**src/rtl/y_sram_pkg.sv**
```systemverilog
// Shared constants, element type and line-slicing helper for the Y-SRAM reader.
package y_sram_pkg;

  localparam int ADDR_W         = 11;
  localparam int DATA_W         = 256;
  localparam int ELEM_W         = 48;
  localparam int ELEMS_PER_WORD = 5;
  localparam int RD_LAT         = 1;
  localparam int IDX_W          = 3;
  localparam int SLOTS          = 2;

  // Complex element: real part in the upper half, imaginary part in the lower half.
  typedef struct packed {
    logic [ELEM_W/2-1:0] re;
    logic [ELEM_W/2-1:0] im;
  } cplx_t;

  // Extract element k of a line. The line is zero-padded to a power-of-two
  // element count so that any k the index width can express stays in range.
  function automatic cplx_t slice_elem(input logic [DATA_W-1:0] line,
                                       input logic [IDX_W-1:0]  k);
    logic [(2**IDX_W)*ELEM_W-1:0] padded;
    padded = {{((2**IDX_W)*ELEM_W-DATA_W){1'b0}}, line};
    return padded[k*ELEM_W +: ELEM_W];
  endfunction

endpackage

```
**src/rtl/y_line_buffer.sv**
```systemverilog
// Two-slot ping-pong line store. Lines are captured in issue order into the
// write slot and drained element by element from the head slot.
module y_line_buffer
  import y_sram_pkg::*;
(
  input  logic              clock,
  input  logic              reset,
  input  logic              capture,
  input  logic              capture_last,
  input  logic [DATA_W-1:0] line_in,
  input  logic              pop,
  output logic [1:0]        free_slots,
  output logic              out_valid,
  output cplx_t             out_elem,
  output logic              out_last
);

  localparam logic [IDX_W-1:0] LAST_IDX = IDX_W'(ELEMS_PER_WORD - 1);

  logic [DATA_W-1:0] slot_data [SLOTS];
  logic [SLOTS-1:0]  slot_full;
  logic [SLOTS-1:0]  slot_last;
  logic              wr_ptr;
  logic              rd_ptr;
  logic [IDX_W-1:0]  idx;

  // Slot fill on capture, element index advance and slot release on pop.
  always_ff @(posedge clock or negedge reset) begin
    if (!reset) begin
      for (int i = 0; i < SLOTS; i++) slot_data[i] <= '0;
      slot_full <= '0;
      slot_last <= '0;
      wr_ptr    <= 1'b0;
      rd_ptr    <= 1'b0;
      idx       <= '0;
    end else begin
      if (capture) begin
        slot_data[wr_ptr] <= line_in;
        slot_full[wr_ptr] <= 1'b1;
        slot_last[wr_ptr] <= capture_last;
        wr_ptr            <= ~wr_ptr;
      end
      if (pop) begin
        if (idx == LAST_IDX) begin
          slot_full[rd_ptr] <= 1'b0;
          rd_ptr            <= ~rd_ptr;
          idx               <= '0;
        end else begin
          idx <= idx + 1'b1;
        end
      end
    end
  end

  // Head-slot element mux and occupancy report, all from registered state.
  always_comb begin
    out_valid  = slot_full[rd_ptr];
    out_elem   = out_valid ? slice_elem(slot_data[rd_ptr], idx) : '0;
    out_last   = out_valid && slot_last[rd_ptr] && (idx == LAST_IDX);
    free_slots = 2'(SLOTS) - ({1'b0, slot_full[0]} + {1'b0, slot_full[1]});
  end

endmodule

```
**src/rtl/y_sram_reader.sv**
```systemverilog
// Y-SRAM read-out engine: walks a contiguous line range, keeps at most two
// lines buffered or in flight, and streams 48-bit complex elements.
module y_sram_reader
  import y_sram_pkg::*;
(
  input  logic              clock,
  input  logic              reset,
  input  logic              start,
  input  logic [ADDR_W-1:0] base_addr,
  input  logic [ADDR_W-1:0] num_words,
  output logic              busy,
  output logic              done,
  output logic [ADDR_W-1:0] ReadAddress1,
  input  logic [DATA_W-1:0] ReadBus1,
  output logic [ELEM_W-1:0] out_data,
  output logic              out_valid,
  input  logic              out_ready,
  output logic              out_last
);

  typedef enum logic [1:0] {
    ST_IDLE = 2'd0,
    ST_RUN  = 2'd1,
    ST_FIN  = 2'd2
  } state_t;

  state_t            state_q, state_d;
  logic [ADDR_W-1:0] addr_q;
  logic [ADDR_W-1:0] words_rem;
  logic [RD_LAT:0]   tag_vld;
  logic [RD_LAT:0]   tag_last;

  logic              issue;
  logic              issue_last;
  logic [ADDR_W-1:0] issue_addr;
  logic [ADDR_W-1:0] issue_rem;
  logic [3:0]        in_flight;
  logic              credit_ok;
  logic [1:0]        free_slots;
  logic              buf_valid;
  logic              buf_last;
  cplx_t             buf_elem;
  logic              pop;

  assign pop       = buf_valid && out_ready;
  assign out_valid = buf_valid;
  assign out_last  = buf_last;
  assign out_data  = buf_elem;

  // Count reads still travelling through the SRAM so a slot is never oversubscribed.
  always_comb begin
    in_flight = '0;
    for (int i = 0; i <= RD_LAT; i++) in_flight = in_flight + 4'(tag_vld[i]);
    credit_ok = ({2'b00, free_slots} > in_flight);
  end

  // Next-state, read-issue decision and status outputs. A read decided here
  // appears on ReadAddress1 in the following cycle.
  always_comb begin
    state_d    = state_q;
    issue      = 1'b0;
    issue_addr = addr_q;
    issue_rem  = words_rem;
    busy       = 1'b0;
    done       = 1'b0;
    case (state_q)
      ST_IDLE: begin
        if (start) begin
          issue_addr = base_addr;
          issue_rem  = num_words;
          if (num_words != '0) begin
            state_d = ST_RUN;
            issue   = 1'b1;
          end else begin
            state_d = ST_FIN;
          end
        end
      end
      ST_RUN: begin
        busy = 1'b1;
        if (words_rem != '0 && credit_ok) issue = 1'b1;
        if (pop && buf_last) state_d = ST_FIN;
      end
      ST_FIN: begin
        done    = 1'b1;
        state_d = ST_IDLE;
      end
      default: state_d = ST_IDLE;
    endcase
    issue_last = (issue_rem == ADDR_W'(1));
  end

  // State register.
  always_ff @(posedge clock or negedge reset) begin
    if (!reset) state_q <= ST_IDLE;
    else        state_q <= state_d;
  end

  // Address and remaining-line counters, registered read address and tag pipe.
  always_ff @(posedge clock or negedge reset) begin
    if (!reset) begin
      addr_q       <= '0;
      words_rem    <= '0;
      ReadAddress1 <= '0;
      tag_vld      <= '0;
      tag_last     <= '0;
    end else begin
      tag_vld  <= {tag_vld[RD_LAT-1:0], issue};
      tag_last <= {tag_last[RD_LAT-1:0], issue && issue_last};
      if (issue) begin
        ReadAddress1 <= issue_addr;
        addr_q       <= issue_addr + ADDR_W'(1);
        words_rem    <= issue_rem - ADDR_W'(1);
      end
    end
  end

  y_line_buffer u_line_buffer (
    .clock        (clock),
    .reset        (reset),
    .capture      (tag_vld[RD_LAT]),
    .capture_last (tag_last[RD_LAT]),
    .line_in      (ReadBus1),
    .pop          (pop),
    .free_slots   (free_slots),
    .out_valid    (buf_valid),
    .out_elem     (buf_elem),
    .out_last     (buf_last)
  );

endmodule

```
**config.mk**
```make
export PLATFORM = sky130hd
export DESIGN_NAME = y_sram_reader
export DESIGN_NICKNAME = d
export VERILOG_FILES = /design/src/rtl/y_sram_pkg.sv /design/src/rtl/y_line_buffer.sv /design/src/rtl/y_sram_reader.sv
export SDC_FILE = /design/constraint.sdc
export NUM_CORES = 1
export LEC_CHECK = 0
export CORE_UTILIZATION = 40
export CTS_CLUSTER_SIZE = 24
export DETAILED_ROUTE_END_ITERATION = 12
export GPL_TIMING_DRIVEN = 0
export PLACE_DENSITY = 0.71
export SETUP_SLACK_MARGIN = 0.4
export SKIP_CTS_REPAIR_TIMING = 1
export SLEW_MARGIN = 10
export SYNTH_ARGS = -nofsm -noshare
export SYNTH_HDL_FRONTEND = slang
export SYNTH_SLANG_ARGS = --single-unit
```
**constraint.sdc**
```tcl
create_clock -name clock -period 5.6 [get_ports clock]
set_input_delay 1.12 -clock clock [delete_from_list [all_inputs] [get_ports clock]]
set_output_delay 1.12 -clock clock [all_outputs]
set_load 0.005 [all_outputs]
```
Yosys cells after proc, flatten, opt, wreduce, memory -nomap -nowiden
Cells that the tools add are included.
- $add $sub $neg: 6
- multiply operators: 1
- $lt $le $gt $ge: 8
- eq/ne operators: 6
- shift operators: 1
- muxes and demuxes: 34
- bitwise logic cells: 7
- reduce and logical (&&, ||, !) cells: 14
- operators with widths (cell ; count):
    $mux 256 ; 4
    $bwmux 512 ; 1
    $shiftx 384x10->48 ; 1
    $demux 256 s1 ; 1
    $mux 48 ; 1
    $mux 11 ; 4
    $reduce_bool 11->1 ; 2
    $mux 2 ; 6
    $add 11x1->11 const B ; 1
    $eq 11x1->1 const B ; 1
    $mux 1 ; 11
    $sub 11x1->11 const B ; 1
    $logic_and 1x1->1 ; 9
    $mul 3x2->5 const B ; 1
    $add 1x1->2 ; 2
    $ge 2x2->1 const B ; 2
    $lt 1x2->1 const B ; 2
    $ne 2x2->1 const B ; 2
    $not 1->2 ; 2
    $pmux 2 s2 ; 1
    $reduce_and 2->1 ; 2
    $add 3x1->3 const B ; 1
    $eq 3x3->1 const B ; 1
    $mux 3 ; 1
    other kinds (14) ; 17
- register bits: 560
- output and inout bits: 63
- logic and storage cells: 90

Logic depth before layout (Yosys ltp)
Gate-level depths: netlist of run 1.
- word-level depth: 9
- depth in mapped cells: 13

Modules after synthesis
A second synthesis of run 1 with hierarchy kept.
- cell total of the unflattened synthesis: 1816
- area total of the unflattened synthesis: 26162.6 sq um
- modules (own cells, without submodules) (module ; times used ; cells an instance ; area an instance (sq um) ; sequential area each (sq um)):
    y_line_buffer ; 1 ; 1489 ; 23483.8 ; 13037.5
    y_sram_reader ; 1 ; 327 ; 2678.8 ; 975.9

Least setup slack after synthesis of run 1
No wires, ideal clock.
- path type: input port to flip-flop
- from: input port start
- to: register words_rem[10]
- library setup time: 77 ps
- arrival: 3734 ps
- required time: 5523 ps
- slack: 1789 ps
- stages: 11
- buffers on the path: 3
- path through: or3b_2 > clkbuf_1 > clkbuf_1 > buf_1 > mux2i_1 > ha_1 > nor3b_1 > mux2_1 > nand3_1 > o21a_1 > a21oi_1
- cells in the longest elaborated chain, start to end: 3
- ends and longest elaborated chain (what ; line ; RTL):
    from (decl) ; y_sram_reader.sv:8 ; input logic start,
    $mux 11 ; y_sram_reader.sv:68 ; if (start) begin
    $mux 11 ; y_sram_reader.sv:66 ; case (state_q)
    $sub 11x1->11 ; y_sram_reader.sv:113 ; words_rem <= issue_rem - ADDR_W'(1);
    to (signal assigned) ; y_sram_reader.sv:113 ;
    to (decl) ; y_sram_reader.sv:29 ; logic [ADDR_W-1:0] words_rem;
Parallel ways exist; a longest one is shown, timed or not.
A chain may end at the register's enable or synchronous reset.

Final worst setup path of run 1
- from: register u_line_buffer.rd_ptr
- to: output port out_data[27]
- cells in the longest elaborated chain, start to end: 6
- ends and longest elaborated chain (what ; line ; RTL):
    from (decl) ; y_line_buffer.sv:24 ; logic rd_ptr;
    from (signal assigned) ; y_line_buffer.sv:46 ; rd_ptr <= ~rd_ptr;
    $not 1->2 (implied by the code) ; y_line_buffer.sv:58 ; out_elem = out_valid ? slice_elem(slot_data[rd_ptr], idx) : '0;
    $mux 256 (implied by the code) (3 in series) ; y_line_buffer.sv:58 ;
    $shiftx 384x10->48 ; y_sram_pkg.sv:24 ; return padded[k*ELEM_W +: ELEM_W];
    $mux 48 (*) ; y_line_buffer.sv:58 ;
    to (decl) ; y_sram_reader.sv:15 ; output logic [ELEM_W-1:0] out_data,
Mark *: on every way between the ends. The rest lies on a longest branch, timed or not. The select of a mux whose other input is x is not followed.

==> flow_summary.toml, run 1 <==
[status]
status = "complete, no violations"

[clock_network]
clock_latency_ns = 0.63
htreeDepth = 2
clock-sinks = 560
clockBufferDepth = 3
cts_tree = "built"
cts_root_buf = "clkbuf_16"
cts-buffers-inserted = 60
clk_pin_slew_ns = 0.06

[drt]
drtAntennaViolNets = 0
via_per_inst = 5.52
routed_wl_um = 76400
drc = 0
route.vias.total = 17300
met2_length_um = 37700
wl_met1_um = 32400
post_drt_wl_per_cell_um = 24.4
wl_met3_um = 3940
first_iter_violations = 1059
first_pass_iters = 7
top_layer = "met5"

[timing]
clock_skew_ns = 0.0222
whs_ns = 0.380
fin_ws_ns = 0.590
rsz0062_at_grt = "false"
relSlewSlack = 0.298
finalSetupTns_ns = 0
finalHoldViolations = 0
tightest_slew_ns = 1.05
min_period_ns = 5.01
final_max_slew_viol_count = 0
final-setup-viol-count = 0
max_freq_mhz = 200
fin_crit_sh = 0.895

[yosys]
synth_top_area_frac = 0.538
yosysUniqueCellTypes = 59
synth_edf_count = 0
synthesis.instances = 1804
synth_warnings = 0
ys_ff_latch = 560
syn_area_mm2 = 0.0260
synth-async-reset-ratio = 1.00
yosys-top-cells-area = "dfrtp_1, mux2_2, mux4_2"
post_synth.cell_area_avg_um2 = 14.4
synthFlopType = "dfrtp_1"
syn_nets = 2095
yosys.area.top_type = "dfrtp_1"
yosysSeqAreaShare = 0.538

[floorplan]
fp.dieH_um = 257
die_area_mm2 = 0.0661
start_util = 0.405
ios = 345
num_rows = 93
die_w_um = 257
coreArea_mm2 = 0.0643

[setup_path]
end_kind = "primary output"
worst_ep_required_time_ns = 4.48
r2r-start = "state_q[0]"
rrSetupSlack_ns = 1.27
r2r-end = "words_rem[10]"
crit_fanout = 10
criticalPathCategory = "flop to primary output"
cp.arrival_ns = 3.89
reg2regPathDepth = 11
start_kind = "flop"

[layout]
area_growth_pct = 26.1
nets = 2506
drive_gt1_frac = 0.342
final_cell_mix = "dfrtp_1, mux2_2, clkdlybuf4s50_1"
final_common_cell = "dfrtp_1"
fin_cells = 3131

[placement]
placed_cells = 3008
place_congestion = 0.846
dp_hpwl_um = 55800
place_ws_ns = 0.147
portBuffers = 344

[grt]
gr-total-overflow = 0
grt_pass1_wl_um = 116000
grt_max_degree = 114
grt_usage = 0.233
antenna_found_initial = 21
grt_pass1_vias = 18800

[power]
p_leak_nw = 13.4
finalPower_mw = 20.9
p_per_area_mw_per_mm2 = 638
irDropWorstVdd_v = 0.000395

[flow_run]
drv_cap = 0

[worst_hold_path]
whs_endpoint = "tag_vld[1]"
min-delay-start = "tag_vld[0]"
min_path_type = "flop to flop"
min_path_cells = 0
-- Yosys cell counts, drive strengths merged, types with 3 or more instances --
library cell,n
and3,3
or4,7
clkbuf,92
o211ai,5
o31ai,4
a31oi,19
nand2b,7
mux2i,89
buf,35
nand2,46
mux4,112
a211o,3
nand4,8
or3,3
inv,16
or2,6
mux2,516
o21ai,25
o22ai,4
o22a,35
nor4,6
nor3b,3
nand3,11
a21oi,42
nor2b,3
and2,4
ha,9
nor3,6
nor2,94
a22oi,3
dfrtp,560
-- state kept, by name (all words and copies together) (netlist names) --
register	flops
tag_vld	2
addr_q	11
u_line_buffer.slot_last	2
u_line_buffer.wr_ptr	1
tag_last	2
u_line_buffer.slot_data	512
u_line_buffer.rd_ptr	1
u_line_buffer.idx	3
u_line_buffer.slot_full	2
ReadAddress1	11
words_rem	11
state_q	2
-- logic make-up after synthesis --
kind of cell	synth area share
DFF	0.538
and+or+nand+nor	0.0380
muxes	0.354
xor gates and xnor gates	0.00135
adders and majority gates	0.00432
buffers and inverters	0.0225
AOI/OAI and AO/OA	0.0414
-- cell type report --
| type | instances | area, µm² |
|---|---|---|
| inverter | 16 | 60.1 |
| clock inverter | 27 | 328 |
| tap | 855 | 1070 |
| antenna | 13 | 32.5 |
| timing repair buffer | 349 | 3590 |
| fill | 5462 | 31500 |
| buffer | 127 | 548 |
| multi-input combinational | 1101 | 11400 |
| sequential | 560 | 14000 |
| clock buffer | 83 | 1740 |
-- metrics by stage --
| step | utilization | cell area (µm²) |
|---|---|---|
| after floorplan | - | 26000 |
| after global placement | 0.475 | 30600 |
| after detailed placement | 0.477 | 30700 |
| after CTS | 0.509 | 32800 |
| after global routing | 0.510 | 32800 |
| final | 0.510 | 32800 |
-- power breakdown --
group	internal, mW	switching (mW)	total, mW
registers	6.12	1.04	7.16
clock network	2.44	1.68	4.12
logic	5.30	4.36	9.66
total	13.9	7.07	20.9
-- worst max-delay path, cell delays in order, from the launching register on --
cell and delay [ns]:
dfrtp_1 0.32, clkbuf_1 0.26, clkbuf_4 0.42, clkbuf_4 0.39, clkbuf_4 0.36, buf_2 0.37, mux2i_1 0.14, o22a_1 0.22
nor2_1 0.19, clkdlybuf4s50_1 0.54
-- layer usage --
layer	GRT usage	up-vias
met3	0.0425	128
met1	0.305	9162
met2	0.386	425
met4	0.0833	18
met5	0	-
li1	-	7556
-- worst max path at each step --
stage | start | end | slack, ns | cells after the start
floorplan | start | words_rem[10] | 1.79 | 11
global placement | reset | u_line_buffer.slot_data[200] | -20.42 | 1
detailed placement | start | words_rem[10] | 0.15 | 12
CTS | u_line_buffer.idx[0] | out_data[2] | -0.01 | 9
global route | u_line_buffer.rd_ptr | out_data[46] | 0.42 | 9
finish | u_line_buffer.rd_ptr | out_data[27] | 0.59 | 9
(Power assumes the default switching activity.)
==> run 2: changes to the inputs <==
==> constraint.sdc (replaced) <==
create_clock -name clock -period 5.6 [get_ports clock]
set_input_delay 0.56 -clock clock [delete_from_list [all_inputs] [get_ports clock]]
set_output_delay 0.56 -clock clock [all_outputs]
set_load 0.005 [all_outputs]
==> run 2 against run 1 <==
Effect of this change: maximum frequency rose by 1.5%; power barely moved; sequential share of layout area barely moved; critical path depth did not move; cell count barely moved; highest routed layer unchanged.
==> flow_summary.toml, run 2 (synthesis results as in run 1) <==
[setup_path]
end_kind = "primary output"
rrSetupSlack_ns = 1.26
r2r-start = "state_q[0]"
cp.arrival_ns = 4.38
max_stage_delay_ns = 0.76
crit_fanout = 10
worst_ep_required_time_ns = 5.04
path_cells = "clkbuf_1 > clkdlybuf4s15_1 > clkbuf_1 > mux4_2 > mux2i_1 > nor2_1 > a21oi_1 > nor2_1 > clkdlybuf4s50_1"
criticalPathCategory = "flop to primary output"
crit_slowest_cell = "clkbuf_1"
reg2regPathDepth = 11
start_kind = "flop"
r2r-end = "words_rem[10]"

[layout]
stdcell_area_mm2 = 0.0328
fin_cells = 3132
largest_reg_flops = 512
regMostFlops = "u_line_buffer.slot_data"
drive_gt1_frac = 0.340
area_growth_pct = 26.0
final_common_cell = "dfrtp_1"
final_cell_mix = "dfrtp_1, mux2_2, clkdlybuf4s50_1"
nets = 2507

[clock_network]
cts_tree = "built"
clk_pin_slew_ns = 0.06
clock_latency_ns = 0.63
cts-buffers-inserted = 60
cts_root_buf = "clkbuf_16"
clock-sinks = 560
clockBufferDepth = 3
htreeDepth = 2

[timing]
finalHoldViolations = 0
rsz0062_at_grt = "true"
relSlewSlack = 0.288
max_freq_mhz = 203
final-setup-viol-count = 0
tightest_slew_ns = 1.07
min_period_ns = 4.94
clock_skew_ns = 0.0208
fin_crit_sh = 0.881
finalSetupTns_ns = 0
final_max_slew_viol_count = 0

[drt]
routed_wl_um = 76500
first_iter_violations = 1048
drc = 0
drtAntennaViolNets = 0
first_pass_iters = 7
route.vias.total = 17200
post_drt_wl_per_cell_um = 24.4
via_per_inst = 5.50

[grt]
grt_pass1_wl_um = 116000
grtUsageMet1 = 0.305
use_met2 = 0.386
antenna_found_initial = 22
grt_pass1_vias = 18800
gr-total-overflow = 0
grt_max_degree = 114
grt_usage = 0.233
top_usage_layer = "met2"
grt_util_met3 = 0.0425

[worst_hold_path]
min-delay-start = "tag_last[0]"
min_path_cells = 0
min_path_type = "flop to flop"
whs_endpoint = "tag_last[1]"

[floorplan]
num_rows = 93
fp.dieH_um = 257
ios = 345
coreArea_mm2 = 0.0643
die_area_mm2 = 0.0661
start_util = 0.405
die_w_um = 257

[power]
p_leak_nw = 13.4
finalPower_mw = 20.9
irDropWorstVdd_v = 0.000395
p_per_area_mw_per_mm2 = 638

[placement]
dp_hpwl_um = 55800
place_congestion = 0.846
dpl_cell_area_mm2 = 0.0307
placed_cells = 3008
portBuffers = 344

[flow_run]
drv_cap = 0

[status]
status = "complete, no violations"
==> run 2: metal layers <==
metal	share of wire	vias to the layer above
met3	0.049	129
met4	0.030	18
met1	0.42	9132
met5	0.0015	-
li1	-	7541
met2	0.50	406
==> run 2: how the worst max path moves through the flow <==
stage | start | to | slack [ns] | depth (start not counted)
2_1_floorplan | start | words_rem[10] | 2.35 | 11
3_3_place_gp | reset | u_line_buffer.slot_data[200] | -19.86 | 1
3_5_place_dp | start | words_rem[10] | 0.71 | 12
4_1_cts | u_line_buffer.idx[0] | out_data[2] | 0.55 | 9
5_1_grt | u_line_buffer.idx[0] | out_data[4] | 0.43 | 9
6_report | u_line_buffer.idx[0] | out_data[4] | 0.66 | 9
==> run 2: final cells by class <==
cell class | count | area, µm²
fillers | 5473 | 31500
flip-flops and latches | 560 | 14000
multi-input cells | 1101 | 11400
repair buffers | 350 | 3600
clock buffers | 83 | 1740
well taps | 855 | 1070
plain buffers | 127 | 533
clock inverters | 27 | 328
inverters | 16 | 60.1
diodes | 13 | 32.5
==> run 2: where the power goes <==
group          leakage [nW]  switching [mW]  internal (mW)
registers              6.60            1.03           6.12
logic                  5.72            4.36           5.29
clock network          1.03            1.68           2.44
total                  13.4            7.07           13.9
==> run 2: critical path, delay by kind of cell (launching register included) <==
family	cells	cell delay, ns
buffers and inverters	4	2.38
DFF	1	0.35
AOI/OAI and AO/OA	1	0.06
muxes	2	0.48
and+or+nand+nor	2	0.44
==> run 2: per-stage QoR <==
step | worst slack [ns] | hold WS, ns | util
floorplan | 2.35 | 0.264 | -
global placement | -19.86 | 0.362 | 0.475
detailed placement | 0.707 | 0.365 | 0.477
CTS | 0.549 | -0.160 | 0.509
global route | 0.431 | 0.386 | 0.510
finish | 0.665 | 0.379 | 0.510
==> run 3: changes to the inputs <==
--- a/config.mk
+++ b/config.mk
@@ -5,6 +5,7 @@
 export SDC_FILE = /design/constraint.sdc
 export NUM_CORES = 1
 export LEC_CHECK = 0
+export CORE_ASPECT_RATIO = 0.8
 export CORE_UTILIZATION = 40
 export CTS_CLUSTER_SIZE = 24
 export DETAILED_ROUTE_END_ITERATION = 12
==> run 3 against run 2 <==
Effect of this change: sequential share of layout area is 0.31 points higher; via count is 0.70% higher; sequential power hardly changed; power is 1.2% lower; cell count is 0.61% lower; cell area is 0.72% lower; critical path depth is 2 lower; worst hold slack worse by 0.0018 ns; register-to-register slack better by 0.06 ns; sequential cell count stayed put; clock power is 6.8% lower; critical endpoint is now out_data[46]; highest routed layer unchanged.
==> flow_summary.toml, run 3 (synthesis results as in run 1) <==
[status]
status = "complete, no violations"

[grt]
antenna_found_initial = 15
grt_pass1_wl_um = 117000
grt_max_degree = 114
grt_usage = 0.236
grt_pass1_vias = 18500
gr-total-overflow = 0

[drt]
via_per_inst = 5.57
first_pass_iters = 5
route.vias.total = 17300
routed_wl_um = 77200
drc = 0
first_iter_violations = 1097
drtAntennaViolNets = 0
post_drt_wl_per_cell_um = 24.8

[timing]
fin_ws_ns = 0.755
finalSetupTns_ns = 0
clock_skew_ns = 0.0131
final-setup-viol-count = 0
tightest_slew_ns = 1.04
rsz0062_at_grt = "false"
min_period_ns = 4.85
max_freq_mhz = 206
final_max_slew_viol_count = 0
relSlewSlack = 0.306
finalHoldViolations = 0
fin_crit_sh = 0.865

[placement]
place_ws_ns = 0.738
place_congestion = 0.843
portBuffers = 344
dpl_cell_area_mm2 = 0.0307
dp_hpwl_um = 56200

[clock_network]
clock-sinks = 560
htreeDepth = 2
cts-buffers-inserted = 57
clockBufferDepth = 3
clock_latency_ns = 0.61
cts_root_buf = "clkbuf_16"
cts_tree = "built"
clk_pin_slew_ns = 0.06

[power]
p_clk_frac = 0.185
p_int_mw = 13.6
sw_frac_of_total = 0.342
p_per_area_mw_per_mm2 = 635
p_leak_nw = 13.2
p_switching_mw = 7.07
irDropWorstVdd_v = 0.000358
power_frac_comb = 0.468
seqPwrFrac = 0.346

[floorplan]
num_rows = 83
coreArea_mm2 = 0.0643
fp.dieH_um = 230
start_util = 0.405
die_area_mm2 = 0.0661
die_w_um = 287
ios = 345

[layout]
multi_input_area_mm2 = 0.0114
stdcell_area_mm2 = 0.0326
area_growth_pct = 25.1
regArea_mm2 = 0.0140
regMostFlops = "u_line_buffer.slot_data"
n_fill_cell = 5411
final_cell_mix = "dfrtp_1, mux2_2, clkdlybuf4s50_1"
nets = 2504
drive_gt1_frac = 0.333
final_common_cell = "dfrtp_1"
largest_reg_flops = 512

[worst_hold_path]
min_path_type = "flop to flop"

[setup_path]
criticalPathCategory = "flop to primary output"
end_kind = "primary output"
start_kind = "flop"
crit_fanout = 10
worst_ep_required_time_ns = 5.04
cp.arrival_ns = 4.29

[flow_run]
drv_cap = 0
-- run 3: path summary, 6_finish.rpt --
check / from / to / slack [ns] / cells after the start
setup reg to reg: state_q[0] / words_rem[10] / 1.32 / 11
hold / removal: tag_last[0] / tag_last[1] / 0.38 / 0
setup / recovery: u_line_buffer.rd_ptr / out_data[46] / 0.75 / 7
min in group asynchronous: reset / ReadAddress1[9] / 0.51 / 2
hold reg to reg: tag_last[0] / tag_last[1] / 0.38 / 0
max in group asynchronous: reset / u_line_buffer.slot_data[25] / 3.16 / 5
-- run 3: through the flow --
stage / instances / utilization / hold slack [ns] / total power [mW]
after global routing: 3112 / 0.507 / 0.380 / 21.9
after detailed placement: 3003 / 0.477 / 0.362 / 16.9
after floorplan: 1804 / - / 0.264 / 13.2
after CTS: 3104 / 0.506 / -0.0614 / 20.8
final: 3113 / 0.507 / 0.377 / 20.7
after global placement: 2998 / 0.475 / 0.343 / 16.6
-- run 3: layer usage --
metal	track usage	routed length, µm	vias to the layer above
li1	-	-	7549
met1	0.325	34200	9232
met2	0.378	36600	440
met3	0.0528	4620	109
met4	0.0585	1620	16
met5	0	98	-
-- run 3: cell type report --
| type | instances | area share |
|---|---|---|
| Timing Repair Buffer | 350 | 0.110 |
| Antenna cell | 8 | 0.000615 |
| Buffer | 127 | 0.0162 |
| Sequential cell | 560 | 0.430 |
| Multi-Input combinational cell | 1101 | 0.351 |
| Inverter | 16 | 0.00184 |
| Clock buffer | 89 | 0.0521 |
| Tap cell | 850 | 0.0326 |
| Clock inverter | 12 | 0.00495 |
-- run 3: power by group through the flow --
stage	clock network, mW	logic [mW]	registers, mW
after detailed placement	0	9.75	7.20
after floorplan	0	6.41	6.83
after CTS	3.91	9.79	7.13
after global routing	4.10	10.4	7.41
after global placement	0	9.53	7.09
final	3.84	9.69	7.16
-- run 3: critical path, stage by stage (launching register included) --
cell and delay, ns:
dfrtp_1 0.35, clkbuf_1 0.29, buf_2 0.45, mux2i_1 0.82, clkbuf_1 0.53, clkbuf_1 0.54
nor2_1 0.18, clkdlybuf4s50_1 0.49
